==> config.mk <==
export PLATFORM = sky130hd
export DESIGN_NAME = shift_unit_ctrl
export DESIGN_NICKNAME = d
export VERILOG_FILES = /design/src/rtl/shift_unit_ctrl.sv
export SDC_FILE = /design/constraint.sdc
export NUM_CORES = 1
export LEC_CHECK = 0
export BUFFER_PORTS_ARGS = -buffer_cell sky130_fd_sc_hd__buf_2
export CAP_MARGIN = 20
export CORE_ASPECT_RATIO = 0.7
export CORE_MARGIN = 2
export CORE_UTILIZATION = 55
export DETAILED_ROUTE_END_ITERATION = 12
export PLACE_DENSITY_LB_ADDON = 0.1
export SLEW_MARGIN = 20
export SYNTH_ARGS = -nofsm -noshare
export SYNTH_HDL_FRONTEND = slang
export SYNTH_SLANG_ARGS = --single-unit
==> constraint.sdc <==
create_clock -name clk -period 3.83 [get_ports clk]
set_clock_uncertainty 0.05 [all_clocks]
set_input_delay 0.383 -clock clk [delete_from_list [all_inputs] [get_ports clk]]
set_output_delay 0.383 -clock clk [all_outputs]
set_load 0.05 [all_outputs]
==> src/rtl/shift_unit_ctrl.sv <==
// Two-requester front end that sequences an external 32-bit logical barrel shifter
// through one or two passes to produce SLL/SRL/SRA (and ROL/ROR when SHIFT_ROTATE_EN is defined).
module shift_unit_ctrl #(
  parameter logic RR_INIT = 1'b0
) (
  input  logic        clk,
  input  logic        rst_n,
  input  logic        req0_valid,
  output logic        req0_ready,
  input  logic [31:0] req0_data,
  input  logic [4:0]  req0_shamt,
  input  logic [2:0]  req0_op,
  input  logic        req1_valid,
  output logic        req1_ready,
  input  logic [31:0] req1_data,
  input  logic [4:0]  req1_shamt,
  input  logic [2:0]  req1_op,
  output logic [31:0] sh_in,
  output logic [4:0]  sh_shamt,
  output logic        sh_dir,
  input  logic [31:0] sh_out,
  output logic        rsp_valid,
  input  logic        rsp_ready,
  output logic [31:0] rsp_data,
  output logic        rsp_id,
  output logic        rsp_err
);

  typedef enum logic [1:0] {S_IDLE, S_PASS1, S_PASS2, S_RESP} state_t;

  localparam logic [2:0] OP_SLL = 3'b000;
  localparam logic [2:0] OP_SRL = 3'b001;
  localparam logic [2:0] OP_SRA = 3'b010;
  localparam logic [2:0] OP_ROL = 3'b011;
  localparam logic [2:0] OP_ROR = 3'b100;

  state_t      state;
  logic        prio;
  logic [31:0] data_q;
  logic [4:0]  shamt_q;
  logic [2:0]  op_q;
  logic        id_q;
  logic [31:0] acc;

  logic        grant_valid;
  logic        grant_id;
  logic        both_valid;
  logic [31:0] sel_data;
  logic [4:0]  sel_shamt;
  logic [2:0]  sel_op;

  function automatic logic op_legal(input logic [2:0] op);
    case (op)
      OP_SLL, OP_SRL, OP_SRA: op_legal = 1'b1;
`ifdef SHIFT_ROTATE_EN
      OP_ROL, OP_ROR:         op_legal = 1'b1;
`endif
      default:                op_legal = 1'b0;
    endcase
  endfunction

  function automatic logic needs_pass2(input logic [2:0] op);
    case (op)
      OP_SRA:         needs_pass2 = 1'b1;
`ifdef SHIFT_ROTATE_EN
      OP_ROL, OP_ROR: needs_pass2 = 1'b1;
`endif
      default:        needs_pass2 = 1'b0;
    endcase
  endfunction

  function automatic logic dir_left(input logic [2:0] op);
    dir_left = (op == OP_SLL) || (op == OP_ROL);
  endfunction

  always_comb begin
    both_valid  = req0_valid && req1_valid;
    grant_valid = req0_valid || req1_valid;
    if (both_valid) begin
      grant_id = prio;
    end else if (req1_valid) begin
      grant_id = 1'b1;
    end else begin
      grant_id = 1'b0;
    end
    if (grant_id) begin
      sel_data  = req1_data;
      sel_shamt = req1_shamt;
      sel_op    = req1_op;
    end else begin
      sel_data  = req0_data;
      sel_shamt = req0_shamt;
      sel_op    = req0_op;
    end
  end

  // Ready is masked by rst_n so both stay low while reset is held.
  assign req0_ready = rst_n && (state == S_IDLE) && grant_valid && !grant_id;
  assign req1_ready = rst_n && (state == S_IDLE) && grant_valid &&  grant_id;

  always_ff @(posedge clk or negedge rst_n) begin
    if (!rst_n) begin
      state     <= S_IDLE;
      prio      <= RR_INIT;
      data_q    <= 32'd0;
      shamt_q   <= 5'd0;
      op_q      <= 3'd0;
      id_q      <= 1'b0;
      acc       <= 32'd0;
      sh_in     <= 32'd0;
      sh_shamt  <= 5'd0;
      sh_dir    <= 1'b0;
      rsp_valid <= 1'b0;
      rsp_data  <= 32'd0;
      rsp_id    <= 1'b0;
      rsp_err   <= 1'b0;
    end else begin
      case (state)
        S_IDLE: begin
          if (grant_valid) begin
            data_q  <= sel_data;
            shamt_q <= sel_shamt;
            op_q    <= sel_op;
            id_q    <= grant_id;
            if (both_valid) begin
              prio <= ~prio;
            end
            if (op_legal(sel_op)) begin
              state    <= S_PASS1;
              sh_in    <= sel_data;
              sh_shamt <= sel_shamt;
              sh_dir   <= dir_left(sel_op);
            end else begin
              state     <= S_RESP;
              rsp_valid <= 1'b1;
              rsp_data  <= 32'd0;
              rsp_id    <= grant_id;
              rsp_err   <= 1'b1;
            end
          end
        end
        S_PASS1: begin
          acc <= sh_out;
          if (needs_pass2(op_q)) begin
            state <= S_PASS2;
`ifdef SHIFT_ROTATE_EN
            if (op_q == OP_SRA) begin
              sh_in    <= 32'hFFFF_FFFF;
              sh_shamt <= shamt_q;
              sh_dir   <= 1'b0;
            end else begin
              // 5-bit wrap makes shamt=0 a zero-distance second pass.
              sh_in    <= data_q;
              sh_shamt <= 5'd0 - shamt_q;
              sh_dir   <= ~sh_dir;
            end
`else
            sh_in    <= 32'hFFFF_FFFF;
            sh_shamt <= shamt_q;
            sh_dir   <= 1'b0;
`endif
          end else begin
            state     <= S_RESP;
            rsp_valid <= 1'b1;
            rsp_data  <= sh_out;
            rsp_id    <= id_q;
            rsp_err   <= 1'b0;
            sh_in     <= 32'd0;
            sh_shamt  <= 5'd0;
            sh_dir    <= 1'b0;
          end
        end
        S_PASS2: begin
          state     <= S_RESP;
          rsp_valid <= 1'b1;
          rsp_id    <= id_q;
          rsp_err   <= 1'b0;
          sh_in     <= 32'd0;
          sh_shamt  <= 5'd0;
          sh_dir    <= 1'b0;
          // Sign fill: inverted all-ones shift supplies the vacated high bits.
          if (op_q == OP_SRA) begin
            rsp_data <= data_q[31] ? (acc | ~sh_out) : acc;
          end else begin
            rsp_data <= acc | sh_out;
          end
        end
        S_RESP: begin
          if (rsp_ready) begin
            state     <= S_IDLE;
            rsp_valid <= 1'b0;
          end
        end
        default: begin
          state <= S_IDLE;
        end
      endcase
    end
  end

endmodule

==> flow_summary.json <==
{
  "drv_cap": 0,
  "gp_congestion": 0.832,
  "syn_area_um2": 5830,
  "final_common_cell": "buf_2",
  "yosysSeqAreaShare_pct": 50.7,
  "cts_made_buffers": 17,
  "crit_arrival_ps": 2510,
  "die_w_um": 127,
  "relSlewSlack_pct": 41.2,
  "ys_types": 36,
  "share_seq_of_total_power_pct": 27.7,
  "yosys-top-cells-area": "dfrtp_1 51%, mux2_2 20%, mux2i_1 6.7%, a221o_1 5.5%, o21ai_0 4.4%",
  "yosysWarningCount": 0,
  "grt_max_degree": 83,
  "core_area_um2": 10300,
  "cts_tree": "done",
  "postSynthCellCount": 482,
  "synth_nets": 604,
  "max_stage_delay_ps": 450,
  "clockPowerShare_pct": 21.3,
  "leakagePower_nw": 3.84,
  "cpMaxStageDelayCell": "ha_1",
  "setup_slack_ps": 885,
  "layout_common_cells": "190 x buf_2, 118 x dfrtp_1, 101 x mux2_2",
  "clkSlewWorstSetupHoldPaths_ps": 60,
  "htreeDepth": 4,
  "drc": 0,
  "synth_flop_cell": "dfrtp_1",
  "ys_ff_latch": 118,
  "synth_edf_count": 0,
  "wl_mm": 13.8,
  "firstDrtPassIters": 5,
  "post_drt_wl_per_cell_um": 17.0,
  "rsz0062_at_grt": "no",
  "synth_top_area_share_pct": 50.7,
  "drtIter0Drc": 327,
  "dp_hpwl_mm": 9.25,
  "ir_drop_uv": 452,
  "netlist.top_cell.by_area": "dfrtp_1",
  "p_per_area_nw_per_um2": 1000,
  "pwr-share-comb_pct": 50.9,
  "grt_antenna_before_repair": 1,
  "drv_slew": 0,
  "tightestPinTransition_ps": 879,
  "grt_pass1_wl_mm": 23.4,
  "timing.final.crit_share_pct": 76.9,
  "place_ws_ps": 1290,
  "synth-async-reset-ratio_pct": 100,
  "switching_power_mw": 3.15,
  "gr-total-overflow": 0,
  "tns_ps": 0,
  "grt.total_usage_pct": 25.4,
  "status": "complete, no violations",
  "fin_crit_ps": 2950,
  "path_cells": "inv_1 > ha_1 > inv_1 > nor2_1 > and3_1 > buf_2",
  "min_from": "sh_out[26]",
  "grt_pass1_vias": 4774,
  "diodes": 0,
  "die_height_um": 90.1,
  "ctsLongestPathBuffers": 2,
  "dieArea_um2": 11400,
  "start_util_pct": 56.5,
  "std_cell_rows": 31,
  "clk_latency_ps": 400,
  "timing.fmax_ghz": 0.340,
  "cts.sinks": 118,
  "setup_viol": 0,
  "rr_startpoint": "state[0]$_DFFE_PN0P_",
  "numPortBuffers": 191,
  "hold_path.class": "primary input to flip-flop",
  "layout-drive-gt1-share_pct": 50.2,
  "crit_top_cell": "inv_1",
  "antenna_left": 0,
  "critPathCaptureType": "primary output",
  "p_sw_share_pct": 42.0,
  "critPathRequiredTime_ps": 3400,
  "cp-startpoint": "state[1]$_DFFE_PN0P_",
  "vias_per_cell": 5.64,
  "worstPathMaxFanout": 11,
  "finish.net_count": 788,
  "area_growth_pct": 28.2,
  "num_vias": 4571,
  "finalHoldViolCount": 0,
  "power.internal_mw": 4.36,
  "syn_area_per_cell_um2": 12.1,
  "cp-start-kind": "flip-flop",
  "root_buffer": "clkbuf_16",
  "ios": 192,
  "crit_type": "flip-flop to primary output"
}
[metrics by stage]
| step | instances | util, % | hold slack (ps) | power, mW | cell area, um^2 |
|---|---|---|---|---|---|
| 4_1_cts | 811 | 72.4 | 181 | 7.57 | 7470 |
| 3_3_place_gp | 778 | 66.5 | 319 | 5.78 | 6860 |
| 5_1_grt | 811 | 72.4 | 182 | 7.95 | 7470 |
| 6_report | 811 | 72.4 | 196 | 7.51 | 7470 |
| 2_1_floorplan | 482 | - | 37.4 | 5.10 | 5830 |
| 3_5_place_dp | 778 | 66.5 | 332 | 5.92 | 6860 |
[per-layer routing]
metal	GRT usage (%)	vias to the layer above	wire [um]
met5	0	-	0
met2	41.8	156	6740
met3	6.19	14	886
li1	-	2132	-
met4	7.33	0	185
met1	33.7	2269	6000
[layout make-up]
cell class | count | area, um^2
sequential | 118 | 2950
clock buffer | 20 | 447
inverter | 8 | 30.0
clock inverter | 12 | 153
fill | 762 | 2840
multi-input combinational | 320 | 2690
timing repair buffer | 201 | 1040
tap | 132 | 165
[final timing paths]
path,to,slack [ps],depth (start not counted)
min in group asynchronous,op_q[1]$_DFFE_PN0P_,450,2
max in group asynchronous,rsp_data[27]$_DFFE_PN0P_,2190,3
worst min-delay path,acc[26]$_DFFE_PN0P_,200,2
worst max register to register,sh_in[9]$_DFFE_PN0P_,1300,5
worst min register to register,sh_in[4]$_DFFE_PN0P_,430,1
worst max-delay path,req0_ready,880,6
[cells by family (layout without fill, tap and decap cells)]
| family | Yosys count | after routing | synth area share [%] |
|---|---|---|---|
| AND/OR/NAND/NOR | 69 | 69 | 5.11 |
| flip-flops | 118 | 118 | 50.7 |
| adder cells (fa/ha/maj) | 5 | 5 | 1.07 |
| XOR/XNOR | 1 | 1 | 0.150 |
| multiplexers | 143 | 143 | 27.0 |
| AO/OA/AOI/OAI | 102 | 102 | 12.5 |
| buffers and inverters | 44 | 241 | 3.54 |
[synth_stat cells (2+ instances only)]
cell / number
dfrtp_1: 118
mux2_2: 101
o21ai_0: 51
mux2i_1: 39
nor2_1: 38
a221o_1: 32
clkbuf_1: 23
nand2_1: 14
inv_1: 7
nand3_1: 7
a21oi_1: 6
ha_1: 5
buf_4: 4
and3_1: 3
buf_1: 3
buf_2: 3
buf_6: 3
o211ai_1: 3
a31oi_1: 2
and2_1: 2
mux2_1: 2
o21a_1: 2
[critical path, delay by kind of cell, from the launching register on]
| kind | cells | cell delay (ps) |
|---|---|---|
| buffers and inverters | 3 | 580 |
| adder cells (fa/ha/maj) | 1 | 450 |
| flip-flops | 1 | 430 |
| AND/OR/NAND/NOR | 2 | 640 |
[power groups by stage]
stage	logic [mW]	clock network, mW	registers [mW]
6_report	3.83	1.60	2.08
5_1_grt	4.11	1.68	2.15
4_1_cts	3.86	1.63	2.09
3_5_place_dp	3.83	0	2.10
3_3_place_gp	3.73	0	2.06
2_1_floorplan	2.11	0	2.99
[registers in the layout, indices dropped and copies added, names as in the netlist, 2 cells and up]
signal / count
state: 2
acc: 32
sh_shamt: 5
sh_in: 32
rsp_data: 32
op_q: 3
shamt_q: 5
[repair_timing]
| action | 4_1_cts | 5_1_grt |
|---|---|---|
| hold buffers | 1 | 0 |
| setup endpoints to repair | 0 | 0 |
| buffers inserted | 0 | 0 |
| resized for setup | 0 | 0 |
| hold endpoints to repair | 36 | 0 |
Note: power is estimated with default switching activity, not from simulation.
